==> src/rtl/imm_pkg.sv <==
// Shared immediate-type select encodings for the RV32 decode stage.
// Imported by the immediate generator and by the decoder/control unit.
package imm_pkg;

    localparam logic [2:0] IMM_U    = 3'b000;
    localparam logic [2:0] IMM_J    = 3'b001;
    localparam logic [2:0] IMM_B    = 3'b010;
    localparam logic [2:0] IMM_I    = 3'b011;
    localparam logic [2:0] IMM_IU   = 3'b100;
    localparam logic [2:0] IMM_S    = 3'b101;
    localparam logic [2:0] IMM_SFT  = 3'b110;
    localparam logic [2:0] IMM_RSVD = 3'b111;

endpackage

==> src/rtl/immediate_generate.sv <==
// RV32IM immediate generator: combinational immediate from instr[31:7]
// plus a registered copy for the ID/EX pipeline register.
// Optional macro IMM_ILLEGAL_SEL_EN adds the ILLEGAL_SEL flag output.
module immediate_generate
    import imm_pkg::*;
(
    input  logic        CLK,
    input  logic        RESET,
    input  logic [24:0] IN,       // IN[i] = instr[i+7]
    input  logic [2:0]  IMM_SEL,
    output logic [31:0] OUT,
    output logic [31:0] OUT_REG
`ifdef IMM_ILLEGAL_SEL_EN
    ,
    output logic        ILLEGAL_SEL
`endif
);

    logic s_bit;
    assign s_bit = IN[24];

    // Immediate mux; constant bits are literal so X/Z on IN cannot reach them.
    always_comb begin
        OUT = 32'h0000_0000;
        case (IMM_SEL)
            IMM_U:   OUT = {IN[24:5], 12'b0};
            IMM_J:   OUT = {{12{s_bit}}, IN[12:5], IN[13], IN[23:14], 1'b0};
            IMM_B:   OUT = {{20{s_bit}}, IN[0], IN[23:18], IN[4:1], 1'b0};
            IMM_I:   OUT = {{20{s_bit}}, IN[24:13]};
            IMM_IU:  OUT = {20'b0, IN[24:13]};
            IMM_S:   OUT = {{20{s_bit}}, IN[24:18], IN[4:0]};
            IMM_SFT: OUT = {27'b0, IN[17:13]};
            default: OUT = 32'h0000_0000;   // reserved select
        endcase
    end

`ifdef IMM_ILLEGAL_SEL_EN
    // Flag the reserved select; OUT is already forced to zero for it.
    assign ILLEGAL_SEL = (IMM_SEL == IMM_RSVD);
`endif

    // Registered copy of the immediate; synchronous clear.
    always_ff @(posedge CLK) begin
        if (RESET) OUT_REG <= 32'h0000_0000;
        else       OUT_REG <= OUT;
    end

endmodule

==> config.mk <==
export PLATFORM = sky130hd
export DESIGN_NAME = immediate_generate
export DESIGN_NICKNAME = d
export VERILOG_FILES = /design/src/rtl/imm_pkg.sv /design/src/rtl/immediate_generate.sv
export SDC_FILE = /design/constraint.sdc
export NUM_CORES = 1
export LEC_CHECK = 0
export BUFFER_PORTS_ARGS = -buffer_cell sky130_fd_sc_hd__buf_2
export CORE_MARGIN = 2
export CORE_UTILIZATION = 42
export CTS_CLUSTER_DIAMETER = 200
export CTS_CLUSTER_SIZE = 24
export DETAILED_ROUTE_END_ITERATION = 7
export PLACE_DENSITY = 0.8
export SYNTH_ARGS = -nofsm -noshare
export SYNTH_HDL_FRONTEND = slang
export SYNTH_SLANG_ARGS = --single-unit
==> constraint.sdc <==
create_clock -name CLK -period 1.45 [get_ports CLK]
set_input_delay 0.145 -clock CLK [delete_from_list [all_inputs] [get_ports CLK]]
set_output_delay 0.145 -clock CLK [all_outputs]
set_load 0.03 [all_outputs]
==> results.md <==
- Critical path launch point type: input port
- Largest net degree at the start of global routing: 23
- Actual transition at the worst max-transition pin: 451 ps
- Syn_area_per_cell: 9.42 um^2
- Residual DRC: 0
- RePlAce Congestion: 0.747
- Status: completed
- Io pins: 94
- Data arrival, critical path: 1230 ps
- Mapped Area: 1460 um^2
- Period utilization: 0.949
- Htree depth: 2
- Endpoints failing setup: 0
- Commonest non-fill, non-tap cell in the layout: buf_2
- HP Start: IN[7]
- Worst Hold End: OUT_REG[14]$_SDFF_PP0_
- Placed Instances: 293
- Layout cells sized above 1: 0.482
- First-pass GRT wire length: 6150 um
- Min Tclk post-route: 1380 ps
- Routed WL per cell: 12.1 um
- RSZ-0062 raised after global routing: no
- CTS tree: done
- Seq/Total Area, Yosys: 0.439
- Fill count: 309
- Fin cells: 303
- Clock Tree Buf Depth: 2
- Buffer and inverter count on the worst path: 2
- Fin. Hold Viols: 0
- Buffers on Ports: 93
- Setup Crit Path Kind: in -> out
- Die ar.: 3960 um^2
- Root Buffer: clkbuf_4
- CTS buffer count: 5
- Post-DRT Antenna Nets: 0
- Final Power: 2.28 mW
- Hold Path Stages: 2
- Achievable frequency: 727 MHz
- Row cnt: 21
- Yosys warning count: 0
- DP Area: 1980 um^2
- Biggest regs: OUT_REG (32)
- Synth Instances: 155
- Max-Cap Viols: 0
- Antenna violations before repair: 0
- Layout Nets: 286
- CP max FO: 9
- Die Ht: 63.0 um
- Delay-heaviest family, CP: compound AO/OA/AOI/OAI gates
- CP max-delay cell: a211oi_4
- WL final: 3670 um
- Max reg flops: 32
- Rel. slew slack: 0.699
- Critical-path cell list: buf_2 > nand2b_2 > a211oi_4 > a21o_1 > buf_2
- # diodes: 0
- Setup TNS Final: 0 ps
- Initial core utilization: 0.438
- Area Overhead vs Synth: 43.3%
- Biggest register: OUT_REG
- Gr ovfl total: 0
- Peak supply drop: 689 uV
- Starting DRC count in detailed routing: 50
- Clock slew at reported path FFs: 100 ps
- Pwr/cell area: 1090 nW/um^2
- Top cell by count, worst path: buf_2
- DR vias/cell: 4.73
- CP endpoint kind: output pin
- P_leak: 1.17 nW
- Post-Syn Nets: 185
- Vias in the first global route: 1380
- Post-CTS setup buffer count: 0
- GRT Overall Usage: 0.197
- Synth unique cells: 27
- Slew Limit Fails: 0
- Initial DRT Pass Iterations: 4
- Tightest Hold Check Type: in -> reg
- Yosys reg bits: 32
- Critical path data required time: 1310 ps
- Core box area: 3340 um^2
- Slowest cell delay on critical path: 360 ps
- Die Span X: 63.0 um
- Clock sink count: 32
- Hpwl dp: 2860 um
- Via count: 1434
- Most frequent cells in the layout: buf_2 (93), dfxtp_1 (32), nand2_1 (24)
- Post-route cell area: 2090 um^2
## synthesized netlist by cell type, drive strengths merged
library cell / n / area (um^2)
inv: 1 / 3.75
nand3b: 10 / 78.8
mux2: 1 / 11.3
clkbuf: 2 / 7.51
a32oi: 4 / 65.1
and2: 12 / 75.1
and2b: 1 / 7.51
dfxtp: 32 / 641
nand2: 24 / 90.1
a21o: 16 / 120
a211oi: 3 / 52.6
nand3: 3 / 15.0
nor3: 2 / 26.3
a31oi: 2 / 12.5
nor2b: 6 / 37.5
buf: 9 / 66.3
o21ai: 1 / 5.00
nand2b: 6 / 40.0
and3b: 1 / 8.76
a21oi: 18 / 90.1
nor2: 1 / 6.26
## repair_timing
action / in CTS / in global routing
setup endpoints to repair: 0 / 10
resized for setup: 0 / 2
endpoints found under the hold margin: 0 / 2
hold buffers: 0 / 2
## layout make-up
class                      count  area (um^2)  share of cell area
multi-input combinational    111          746               0.356
sequential                    32          641               0.306
timing repair buffer         105          564               0.270
tap                           46         57.6              0.0275
clock inverter                 3         42.5              0.0203
clock buffer                   5         37.5              0.0179
inverter                       1         3.75             0.00179
## routing by layer
metal / share of wire / GRT usage / vias up
li1: - / - / 729
met1: 0.39 / 0.213 / 628
met2: 0.49 / 0.356 / 70
met3: 0.099 / 0.0685 / 7
met4: 0.014 / 0.0667 / 0
met5: 0 / 0 / -
## through the flow
step           hold slack (ps)   util  worst slack, ps
2_1_floorplan              255      -              158
4_1_cts                   4.29  0.619             65.7
6_report                  21.1  0.627             73.7
3_5_place_dp               359  0.595             70.0
3_3_place_gp               358  0.595             90.0
5_1_grt                  0.895  0.627            0.747
## power breakdown
part	switching [mW]	internal [mW]	leakage, nW
logic	0.445	0.218	0.869
registers	0.0108	0.930	0.264
clock network	0.319	0.359	0.0412
## cells by family after synthesis
logic type	after synthesis	share of synthesized area
compound gates	44	0.237
buf+inv	12	0.0531
flops	32	0.439
mux	1	0.00771
simple gates	66	0.264
## worst max-delay path by stage
stage | start | end | slack, ps | depth (start not counted)
global placement | IMM_SEL[2] | OUT[7] | 90 | 5
CTS | IMM_SEL[1] | OUT[19] | 70 | 5
finish | IMM_SEL[1] | OUT[13] | 70 | 5
global route | IMM_SEL[1] | OUT[13] | 0.7 | 5
floorplan | IMM_SEL[1] | OUT_REG[31]$_SDFF_PP0_ | 160 | 4
detailed placement | IMM_SEL[1] | OUT[19] | 70 | 5
(Power assumes the default switching activity.)
